--- config.mk ---
export PLATFORM = sky130hd
export DESIGN_NAME = mem_wb_pipe_flat
export DESIGN_NICKNAME = d
export VERILOG_FILES = /design/src/rtl/mem_wb_pipe_pkg.sv /design/src/rtl/mem_wb_pipe_if.sv /design/src/rtl/mem_wb_fwd_lookup.sv /design/src/rtl/mem_wb_pipe.sv /design/src/flat_wrapper.sv
export SDC_FILE = /design/constraint.sdc
export NUM_CORES = 1
export LEC_CHECK = 0
export CAP_MARGIN = 20
export CORE_ASPECT_RATIO = 1.75
export CORE_MARGIN = 1
export CORE_UTILIZATION = 41
export CTS_BUF_LIST = sky130_fd_sc_hd__clkbuf_8
export DETAILED_ROUTE_END_ITERATION = 8
export PLACE_DENSITY = 0.95
export SYNTH_ARGS = -nofsm -noshare
export SYNTH_HDL_FRONTEND = slang
export SYNTH_SLANG_ARGS = --single-unit
--- constraint.sdc ---
create_clock -name i_clk -period 2.9 [get_ports i_clk]
set_input_delay 0.435 -clock i_clk [delete_from_list [all_inputs] [get_ports i_clk]]
set_output_delay 0.435 -clock i_clk [all_outputs]
set_load 0.01 [all_outputs]
--- src/rtl/mem_wb_pipe_pkg.sv ---
// mem_wb_pipe_pkg
// Shared definitions for the MEM/WB pipeline register slice:
//   NBITS_DEF / RBITS_DEF : default data and register-index widths
//   ZERO_REG              : index of the hard-wired zero register
//   MAX_DEPTH             : largest supported number of pipeline stages
//   mem_wb_entry_t        : one in-flight entry at the default widths
package mem_wb_pipe_pkg;

  localparam int NBITS_DEF = 32;
  localparam int RBITS_DEF = 5;
  localparam int ZERO_REG  = 0;
  localparam int MAX_DEPTH = 4;

  typedef struct packed {
    logic                 valid;
    logic                 memtoreg;
    logic                 regwrite;
    logic [RBITS_DEF-1:0] rd;
    logic [NBITS_DEF-1:0] data;
    logic [NBITS_DEF-1:0] result;
  } mem_wb_entry_t;

endpackage

--- src/rtl/mem_wb_pipe_if.sv ---
// mem_wb_pipe_if
// Bundles the MEM-side inputs and WB-side outputs of mem_wb_pipe.
//   master : MEM stage / write-back consumer side (drives MEM_*, reads WB_*)
//   slave  : the pipeline register itself (reads MEM_*, drives WB_*)
// Handshake: valid-only. An entry is transferred on every rising clock edge
// where MEM_valid=1 and the pipe is neither stalled nor flushed; there is
// no ready signal, backpressure is expressed solely through i_stall.
interface mem_wb_pipe_if #(
  parameter int NBITS = 32,
  parameter int RBITS = 5
);
  logic             MEM_valid;
  logic [NBITS-1:0] MEM_data;
  logic [NBITS-1:0] MEM_result;
  logic [RBITS-1:0] MEM_rd;
  logic             MEM_memtoreg;
  logic             MEM_regwrite;

  logic             WB_valid;
  logic [NBITS-1:0] WB_data;
  logic [NBITS-1:0] WB_result;
  logic [RBITS-1:0] WB_rd;
  logic             WB_memtoreg;
  logic             WB_regwrite;
  logic [NBITS-1:0] WB_value;

  modport master (
    output MEM_valid, MEM_data, MEM_result, MEM_rd, MEM_memtoreg, MEM_regwrite,
    input  WB_valid, WB_data, WB_result, WB_rd, WB_memtoreg, WB_regwrite, WB_value
  );

  modport slave (
    input  MEM_valid, MEM_data, MEM_result, MEM_rd, MEM_memtoreg, MEM_regwrite,
    output WB_valid, WB_data, WB_result, WB_rd, WB_memtoreg, WB_regwrite, WB_value
  );
endinterface

--- src/rtl/mem_wb_fwd_lookup.sv ---
// mem_wb_fwd_lookup
// Combinational priority match of one register query against DEPTH
// in-flight entries. Entry 0 is the youngest and wins over older matches.
// Ports:
//   i_valid/i_regwrite/i_memtoreg : per-entry control bits
//   i_rd/i_data/i_result          : per-entry payload
//   i_query                       : register index being looked up
//   o_hit                         : some entry will write i_query
//   o_val                         : that entry's write-back value, else 0
module mem_wb_fwd_lookup
  import mem_wb_pipe_pkg::*;
#(
  parameter int NBITS = NBITS_DEF,
  parameter int RBITS = RBITS_DEF,
  parameter int DEPTH = 1
) (
  input  logic [DEPTH-1:0]            i_valid,
  input  logic [DEPTH-1:0]            i_regwrite,
  input  logic [DEPTH-1:0]            i_memtoreg,
  input  logic [DEPTH-1:0][RBITS-1:0] i_rd,
  input  logic [DEPTH-1:0][NBITS-1:0] i_data,
  input  logic [DEPTH-1:0][NBITS-1:0] i_result,
  input  logic [RBITS-1:0]            i_query,
  output logic                        o_hit,
  output logic [NBITS-1:0]            o_val
);

  // Walk from oldest to youngest so the youngest match is assigned last.
  always_comb begin
    o_hit = 1'b0;
    o_val = '0;
    for (int k = DEPTH - 1; k >= 0; k--) begin
      if (i_valid[k] && i_regwrite[k] && (i_rd[k] == i_query) &&
          (i_query != RBITS'(ZERO_REG))) begin
        o_hit = 1'b1;
        o_val = i_memtoreg[k] ? i_data[k] : i_result[k];
      end
    end
  end

endmodule

--- src/rtl/mem_wb_pipe.sv ---
// mem_wb_pipe
// Parametrised MEM/WB pipeline register: DEPTH stages between the MEM
// stage and write-back, with stall, flush, x0 write suppression, a
// pre-muxed write-back value and two forwarding lookups (rs, rt) that
// search every registered stage, youngest first.
// Ports:
//   i_clk, i_rst (async, active-low), i_stall, i_flush
//   bus            : mem_wb_pipe_if.slave (MEM_* in, WB_* out)
//   i_rs, i_rt     : forwarding queries
//   o_fwd_hit_*/o_fwd_val_* : forwarding results
//   o_retire_cnt   : retired-entry counter, only with MEM_WB_PIPE_RETIRE_CNT_EN
// Optional feature macro: MEM_WB_PIPE_RETIRE_CNT_EN
module mem_wb_pipe
  import mem_wb_pipe_pkg::*;
#(
  parameter int NBITS = NBITS_DEF,
  parameter int RBITS = RBITS_DEF,
  parameter int DEPTH = 1
) (
  input  logic             i_clk,
  input  logic             i_rst,
  input  logic             i_stall,
  input  logic             i_flush,
  mem_wb_pipe_if.slave     bus,
  input  logic [RBITS-1:0] i_rs,
  input  logic [RBITS-1:0] i_rt,
  output logic             o_fwd_hit_rs,
  output logic [NBITS-1:0] o_fwd_val_rs,
  output logic             o_fwd_hit_rt,
  output logic [NBITS-1:0] o_fwd_val_rt
`ifdef MEM_WB_PIPE_RETIRE_CNT_EN
  ,
  output logic [31:0]      o_retire_cnt
`endif
);

  if (DEPTH < 1 || DEPTH > MAX_DEPTH) begin : g_bad_depth
    $error("mem_wb_pipe: DEPTH must be within 1..%0d", MAX_DEPTH);
  end

  typedef struct packed {
    logic             valid;
    logic             memtoreg;
    logic             regwrite;
    logic [RBITS-1:0] rd;
    logic [NBITS-1:0] data;
    logic [NBITS-1:0] result;
  } entry_t;

  entry_t r_stage [DEPTH];
  entry_t w_capture;
  entry_t w_last;

  // regwrite is only carried for real entries that target a non-zero register.
  always_comb begin
    w_capture          = '0;
    w_capture.valid    = bus.MEM_valid;
    w_capture.memtoreg = bus.MEM_memtoreg;
    w_capture.regwrite = bus.MEM_regwrite & bus.MEM_valid &
                         (bus.MEM_rd != RBITS'(ZERO_REG));
    w_capture.rd       = bus.MEM_rd;
    w_capture.data     = bus.MEM_data;
    w_capture.result   = bus.MEM_result;
  end

  // Flush takes priority over stall; it kills the control bits only, so the
  // payload fields keep their old contents and MEM inputs are dropped.
  always_ff @(posedge i_clk or negedge i_rst) begin
    if (!i_rst) begin
      for (int k = 0; k < DEPTH; k++) r_stage[k] <= '0;
    end else if (i_flush) begin
      for (int k = 0; k < DEPTH; k++) begin
        r_stage[k].valid    <= 1'b0;
        r_stage[k].regwrite <= 1'b0;
        r_stage[k].memtoreg <= 1'b0;
      end
    end else if (!i_stall) begin
      r_stage[0] <= w_capture;
      for (int k = 1; k < DEPTH; k++) r_stage[k] <= r_stage[k-1];
    end
  end

  assign w_last = r_stage[DEPTH-1];

  assign bus.WB_valid    = w_last.valid;
  assign bus.WB_data     = w_last.data;
  assign bus.WB_result   = w_last.result;
  assign bus.WB_rd       = w_last.rd;
  assign bus.WB_memtoreg = w_last.memtoreg;
  // Gated again here so a stale regwrite bit can never cause a write.
  assign bus.WB_regwrite = w_last.valid & w_last.regwrite;
  assign bus.WB_value    = w_last.memtoreg ? w_last.data : w_last.result;

  logic [DEPTH-1:0]            w_valid;
  logic [DEPTH-1:0]            w_regwrite;
  logic [DEPTH-1:0]            w_memtoreg;
  logic [DEPTH-1:0][RBITS-1:0] w_rd;
  logic [DEPTH-1:0][NBITS-1:0] w_data;
  logic [DEPTH-1:0][NBITS-1:0] w_result;

  always_comb begin
    w_valid    = '0;
    w_regwrite = '0;
    w_memtoreg = '0;
    w_rd       = '0;
    w_data     = '0;
    w_result   = '0;
    for (int k = 0; k < DEPTH; k++) begin
      w_valid[k]    = r_stage[k].valid;
      w_regwrite[k] = r_stage[k].regwrite;
      w_memtoreg[k] = r_stage[k].memtoreg;
      w_rd[k]       = r_stage[k].rd;
      w_data[k]     = r_stage[k].data;
      w_result[k]   = r_stage[k].result;
    end
  end

  mem_wb_fwd_lookup #(.NBITS(NBITS), .RBITS(RBITS), .DEPTH(DEPTH)) u_fwd_rs (
    .i_valid    (w_valid),
    .i_regwrite (w_regwrite),
    .i_memtoreg (w_memtoreg),
    .i_rd       (w_rd),
    .i_data     (w_data),
    .i_result   (w_result),
    .i_query    (i_rs),
    .o_hit      (o_fwd_hit_rs),
    .o_val      (o_fwd_val_rs)
  );

  mem_wb_fwd_lookup #(.NBITS(NBITS), .RBITS(RBITS), .DEPTH(DEPTH)) u_fwd_rt (
    .i_valid    (w_valid),
    .i_regwrite (w_regwrite),
    .i_memtoreg (w_memtoreg),
    .i_rd       (w_rd),
    .i_data     (w_data),
    .i_result   (w_result),
    .i_query    (i_rt),
    .o_hit      (o_fwd_hit_rt),
    .o_val      (o_fwd_val_rt)
  );

`ifdef MEM_WB_PIPE_RETIRE_CNT_EN
  logic [31:0] r_retire_cnt;

  // Counts entries actually leaving the final stage; wraps naturally.
  always_ff @(posedge i_clk or negedge i_rst) begin
    if (!i_rst)                                     r_retire_cnt <= '0;
    else if (w_last.valid && !i_stall && !i_flush)  r_retire_cnt <= r_retire_cnt + 32'd1;
  end

  assign o_retire_cnt = r_retire_cnt;
`endif

endmodule

--- src/flat_wrapper.sv ---
// flat-port wrapper written by rule: the top's interface ports become plain ports
module mem_wb_pipe_flat import mem_wb_pipe_pkg::*;
#(
  parameter int NBITS = NBITS_DEF,
  parameter int RBITS = RBITS_DEF,
  parameter int DEPTH = 1
)
  (i_clk, i_rst, i_stall, i_flush, i_rs, i_rt, o_fwd_hit_rs, o_fwd_val_rs, o_fwd_hit_rt, o_fwd_val_rt, bus_MEM_valid, bus_MEM_data, bus_MEM_result, bus_MEM_rd, bus_MEM_memtoreg, bus_MEM_regwrite, bus_WB_valid, bus_WB_data, bus_WB_result, bus_WB_rd, bus_WB_memtoreg, bus_WB_regwrite, bus_WB_value);
  mem_wb_pipe_if #(.NBITS(NBITS), .RBITS(RBITS)) bus_i ();
  input  logic i_clk;
  input  logic i_rst;
  input  logic i_stall;
  input  logic i_flush;
  input  logic [RBITS-1:0] i_rs;
  input  logic [RBITS-1:0] i_rt;
  output logic o_fwd_hit_rs;
  output logic [NBITS-1:0] o_fwd_val_rs;
  output logic o_fwd_hit_rt;
  output logic [NBITS-1:0] o_fwd_val_rt;
  input wire logic [$bits(bus_i.MEM_valid)-1:0] bus_MEM_valid;
  input wire logic [$bits(bus_i.MEM_data)-1:0] bus_MEM_data;
  input wire logic [$bits(bus_i.MEM_result)-1:0] bus_MEM_result;
  input wire logic [$bits(bus_i.MEM_rd)-1:0] bus_MEM_rd;
  input wire logic [$bits(bus_i.MEM_memtoreg)-1:0] bus_MEM_memtoreg;
  input wire logic [$bits(bus_i.MEM_regwrite)-1:0] bus_MEM_regwrite;
  output wire logic [$bits(bus_i.WB_valid)-1:0] bus_WB_valid;
  output wire logic [$bits(bus_i.WB_data)-1:0] bus_WB_data;
  output wire logic [$bits(bus_i.WB_result)-1:0] bus_WB_result;
  output wire logic [$bits(bus_i.WB_rd)-1:0] bus_WB_rd;
  output wire logic [$bits(bus_i.WB_memtoreg)-1:0] bus_WB_memtoreg;
  output wire logic [$bits(bus_i.WB_regwrite)-1:0] bus_WB_regwrite;
  output wire logic [$bits(bus_i.WB_value)-1:0] bus_WB_value;
  assign bus_i.MEM_valid = bus_MEM_valid;
  assign bus_i.MEM_data = bus_MEM_data;
  assign bus_i.MEM_result = bus_MEM_result;
  assign bus_i.MEM_rd = bus_MEM_rd;
  assign bus_i.MEM_memtoreg = bus_MEM_memtoreg;
  assign bus_i.MEM_regwrite = bus_MEM_regwrite;
  assign bus_WB_valid = bus_i.WB_valid;
  assign bus_WB_data = bus_i.WB_data;
  assign bus_WB_result = bus_i.WB_result;
  assign bus_WB_rd = bus_i.WB_rd;
  assign bus_WB_memtoreg = bus_i.WB_memtoreg;
  assign bus_WB_regwrite = bus_i.WB_regwrite;
  assign bus_WB_value = bus_i.WB_value;
  mem_wb_pipe #(.NBITS(NBITS), .RBITS(RBITS), .DEPTH(DEPTH)) u_core (.i_clk(i_clk), .i_rst(i_rst), .i_stall(i_stall), .i_flush(i_flush), .bus(bus_i), .i_rs(i_rs), .i_rt(i_rt), .o_fwd_hit_rs(o_fwd_hit_rs), .o_fwd_val_rs(o_fwd_val_rs), .o_fwd_hit_rt(o_fwd_hit_rt), .o_fwd_val_rt(o_fwd_val_rt));
endmodule
==> Word level (Yosys, flattened, before mapping) <==
Index checks and enable logic that the tools add are counted.
{ "word_totals": {"ff_bits": 72, "in_bits": 86, "output_inout_bits": 170, "word_cells": 30} }
{ "classes": {"eq_ne": 3, "muxes": 7, "bitwise_logic": 5, "reduce_logical": 9} }
{ "op_table": {"columns": ["op", "n"], "rows": [
  ["$mux W32", 3],
  ["$mux W72", 1],
  ["$reduce_bool A5 Y1", 3],
  ["$eq A5 B5 Y1", 2],
  ["$logic_and A1 B1 Y1", 5],
  ["$and A1 B1 Y1", 3],
  ["$mux W3", 1],
  ["$mux W1", 2],
  ["$ne A2 B1 Y1 const B", 1],
  ["$not A1 Y1", 2],
  ["$reduce_and A2 Y1", 1]
]} }

==> Depth between registers and ports, before layout <==
{ "logic_depth": {"ltp_word": 4, "depth_mapped": 5, "ltp_nobuf": 3} }

==> Modules after synthesis <==
From an unflattened synthesis, not the netlist that was laid out.
{ "hier_totals": {"cells_unflattened": 362, "hier_area_um2": 4431.8} }
{ "by_module_without_submodules": {"columns": ["module", "n_inst", "cells_each", "area_each_um2", "seq_area_each_um2"], "rows": [
  ["mem_wb_pipe", 1, 194, 3150.5, 1801.7],
  ["mem_wb_fwd_lookup", 2, 84, 640.6, 0.0]
]} }

==> Worst setup path before layout <==
No wires, ideal clock.
{ "synth_timing": {"path_type": "register to output", "startpoint": "register u_core.r_stage, in the netlist u_core.bus.WB_rd[0]", "endpoint": "output o_fwd_val_rs[27]", "arrival_ps": 1523, "t_required_ps": 2465, "slack_ps": 942, "stages_incl_launch_ff": 4, "path_buffers": 0, "cell_sequence": "dfrtp_1 xnor2_1 nand2_1 nor4b_1"} }
{ "synth_via": {"elab_chain_cells": 4} }
{ "synth_rtl": {"columns": ["item", "line_no", "rtl"], "rows": [
  ["start, declared", "mem_wb_pipe.sv:50", "entry_t r_stage [DEPTH];"],
  ["$eq A5 B5 Y1", "mem_wb_fwd_lookup.sv:33", "if (i_valid[k] && i_regwrite[k] && (i_rd[k] == i_query) &&"],
  ["$logic_and A1 B1 Y1 (2 in a row)", "mem_wb_fwd_lookup.sv:33", null],
  ["$mux W32", "mem_wb_fwd_lookup.sv:33", null],
  ["end, declared", "flat_wrapper.sv:17", "output logic [NBITS-1:0] o_fwd_val_rs;"]
]} }
Every way passes these cells.

==> Worst setup path in the final report <==
{ "layout_timing": {"startpoint": "register u_core.r_stage, in the netlist u_core.bus.WB_rd[3]", "endpoint": "output o_fwd_val_rt[28]"} }
{ "layout_via": {"elab_chain_cells": 4} }
{ "layout_rtl": {"columns": ["item", "line_no", "rtl"], "rows": [
  ["$eq A5 B5 Y1", "mem_wb_fwd_lookup.sv:33", null],
  ["$logic_and A1 B1 Y1 (2 in a row)", "mem_wb_fwd_lookup.sv:33", null],
  ["$mux W32", "mem_wb_fwd_lookup.sv:33", null],
  ["end, declared", "flat_wrapper.sv:19", "output logic [NBITS-1:0] o_fwd_val_rt;"]
]} }
Every way passes these cells.

==> results.toml <==
[status]
outcome = "finished clean"

[floorplanning]
num_rows = 47
core_mm2 = 0.00947
die_x_um = 76.7
die_y_um = 133
dieArea_mm2 = 0.0102
ios = 256
start_util_pct = 42.3

[synthesis]
synthCells = 360
yosysTopAreaCellShare_pct = 45.0
synth_cell_types = 22
ys.flop_type = "dfrtp_1"
synth_edf_count = 0
yosysTopAreaCell = "dfrtp_1"
synthTopCellsByCount = "mux2_2 (98), dfrtp_1 (72), nand3_1 (54)"
syn_nets = 446
synth.area.top_cells = "dfrtp_1 (45%), mux2_2 (28%), nand3_1 (6.7%)"
ys_seq_elements = 72
ys_warn_count = 0
netlist_area_mm2 = 0.00401
synth.avg_cell_area_um2 = 11.1
ys_seq_area_share_pct = 45.0
yosysMostFrequentCell = "mux2_2"
async_flop_share_pct = 100

[placement]
io_buffers = 255
placedCellCount = 720
hpwl_um = 11900
place_ws_ns = -0.142
dpl_cell_area_mm2 = 0.00669
gp_congestion = 0.860

[worst_hold_path]
hold_class = "in -> async"

[flow_run]
max-cap-violations = 0

[global_route]
grt_max_degree = 73
gr-usage-met3_pct = 6.83
antenna_found_initial = 0
grt_usage_pct = 32.6
top_usage_layer = "met2"
grt_pass1_wl_um = 25200
grt_remaining_overflow = 0
grt_pass1_vias = 4411
grt_util_met1_pct = 34.2
use_met2_pct = 58.2

[sta]
worst_slew_pin_slew_ns = 0.938
setup_viol = 0
fin_crit_ns = 2.83
finalHoldViolations = 0
maxSlewHeadroom_pct = 37.5
fmaxAchievable_ghz = 0.353
slew_violations = 0
fin_worst_skew_ns = 0
rsz0062_at_grt = "false"
post-route-period-util_pct = 97.8
worst_slack_ns = 0.0652

[worst_setup_path]
crit_buf_inv = 2
path_cells = "or4_4 > a21oi_4 > buf_4 > nor3_1 > clkdlybuf4s50_1"
ff2ff_setup_slack_ns = 1.96
rr_worst_depth = 2
cp.arrival_ns = 2.40
regToRegEndpoint = "u_core.bus.WB_rd[2]$_DFFE_PN0P_"
crit_path_max_incr_delay_ns = 0.64
reg2reg_from = "u_core.bus.WB_rd[2]$_DFFE_PN0P_"
crit_family = "buffers and inverters"
crit_type = "reg -> out"
slowest_stage = "or4_4"
startpoint = "u_core.bus.WB_rd[3]$_DFFE_PN0P_"
start_kind = "flip-flop"
end_kind = "output pin"
cp.depth = 5
cp_max_fo = 7
endpoint = "o_fwd_val_rt[28]"
cp.required_ns = 2.47

[final_layout]
drive_gt1_share_pct = 25.8
fin_area_mm2 = 0.00707
fin_nets = 705
n_antenna_cell = 0
syn_to_final_growth_pct = 76.5
fin_cells = 746

[routing]
vias = 4218
routed_via_density = 5.65
drt_wl_total_um = 16400
post_drt_wl_per_cell_um = 22.0
dr.pass1.iters = 4
initialDrtViolationCount = 320
drc = 0
ant_nets = 0

[cts]
clkTransAtPathRegs_ns = 0.08
numCtsBuffers = 9
cts_tree = "done"
cts_root_buf = "clkbuf_8"
clockBufferDepth = 2
cts_max_level = 3
cts_sinks = 72
clk_latency_ns = 0.34

[power_and_ir_drop]
p_per_area_mw_per_mm2 = 498
p_total_mw = 3.52
p_leak_nw = 2.66
max-vdd-ir-drop_uv = 396
==> metal layers <==
layer	wire (um)	up-vias
met5	0	-
met2	8910	247
met4	907	0
li1	-	1830
met1	5490	2082
met3	1120	59
==> logic make-up (layout without fill, tap and decap cells) <==
logic type / count (synthesis) / count (layout) / synth area share (%)
muxes: 103 / 103 / 28.8
and+or+nand+nor: 135 / 135 / 18.1
AOI/OAI and AO/OA: 4 / 6 / 1.16
xor gates and xnor gates: 8 / 8 / 1.75
DFF: 72 / 72 / 45.0
buffers and inverters: 38 / 300 / 5.25
==> state kept, by name, indices dropped and copies added, names as in the netlist <==
name / cells
u_core.bus.WB_memtoreg: 1
u_core.bus.WB_rd: 5
u_core.bus.WB_valid: 1
u_core.bus.WB_data: 32
u_core.bus.WB_result: 32
u_core.w_regwrite: 1
==> layout make-up <==
cell class / instances / area (um^2)
timing repair buffer: 281 / 2810
fill: 617 / 2400
multi-input combinational: 252 / 2090
sequential: 72 / 1800
tap: 122 / 153
clock buffer: 10 / 138
clock inverter: 6 / 67.6
inverter: 3 / 11.3
==> timing repair <==
item	in CTS	in global routing
gates cloned	2	0
endpoints found under the setup margin	66	35
hold buffers	0	0
pin swaps	3	4
setup buffers	7	1
resized for setup	10	12
==> worst min path at each step <==
stage / endpoint / start
global route: u_core.bus.WB_data[28]$_DFFE_PN0P_ / i_rst
floorplan: u_core.bus.WB_data[0]$_DFFE_PN0P_ / i_rst
detailed placement: u_core.bus.WB_data[13]$_DFFE_PN0P_ / u_core.bus.WB_data[13]$_DFFE_PN0P_
CTS: u_core.bus.WB_data[29]$_DFFE_PN0P_ / i_rst
finish: u_core.bus.WB_rd[3]$_DFFE_PN0P_ / i_rst
global placement: u_core.bus.WB_data[20]$_DFFE_PN0P_ / u_core.bus.WB_data[20]$_DFFE_PN0P_
==> per-stage QoR <==
step                      hold WS [ns]  setup TNS, ns  utilization [%]
after floorplan                  0.139              0                -
after global placement           0.504        -0.0264             70.7
after detailed placement         0.517          -1.68             70.7
after CTS                        0.241              0             74.0
after global routing             0.283              0             74.7
final                            0.228              0             74.7
==> power by group <==
part	internal, mW	switching, mW	total (mW)	leakage, nW
Clock	0.424	0.401	0.825	0.0989
Combinational	0.781	0.633	1.41	1.72
Sequential	1.15	0.133	1.28	0.848
==> worst reg2reg max path: stages, from the launching register on <==
cell     delay (ns)
dfrtp_1        0.41
buf_4          0.17
mux2_2         0.26
==> layout by cell type, fill, tap and decap left out, drive strengths merged, types with 3 or more instances in the layout <==
master | netlist | final
nor3 | 55 | 55
mux2 | 98 | 98
mux2i | 5 | 5
clkbuf | 13 | 10
and2 | 3 | 3
nand2 | 4 | 4
nor4 | 6 | 6
buf | 22 | 27
inv | 3 | 4
nor2 | 6 | 6
nand3 | 54 | 54
clkdlybuf4s50 | 0 | 248
dfrtp | 72 | 72
xnor2 | 8 | 8
dlymetal6s2s | 0 | 5
a21oi | 3 | 5
nor4b | 6 | 6
No activity file was read; power rests on OpenSTA's default activity.
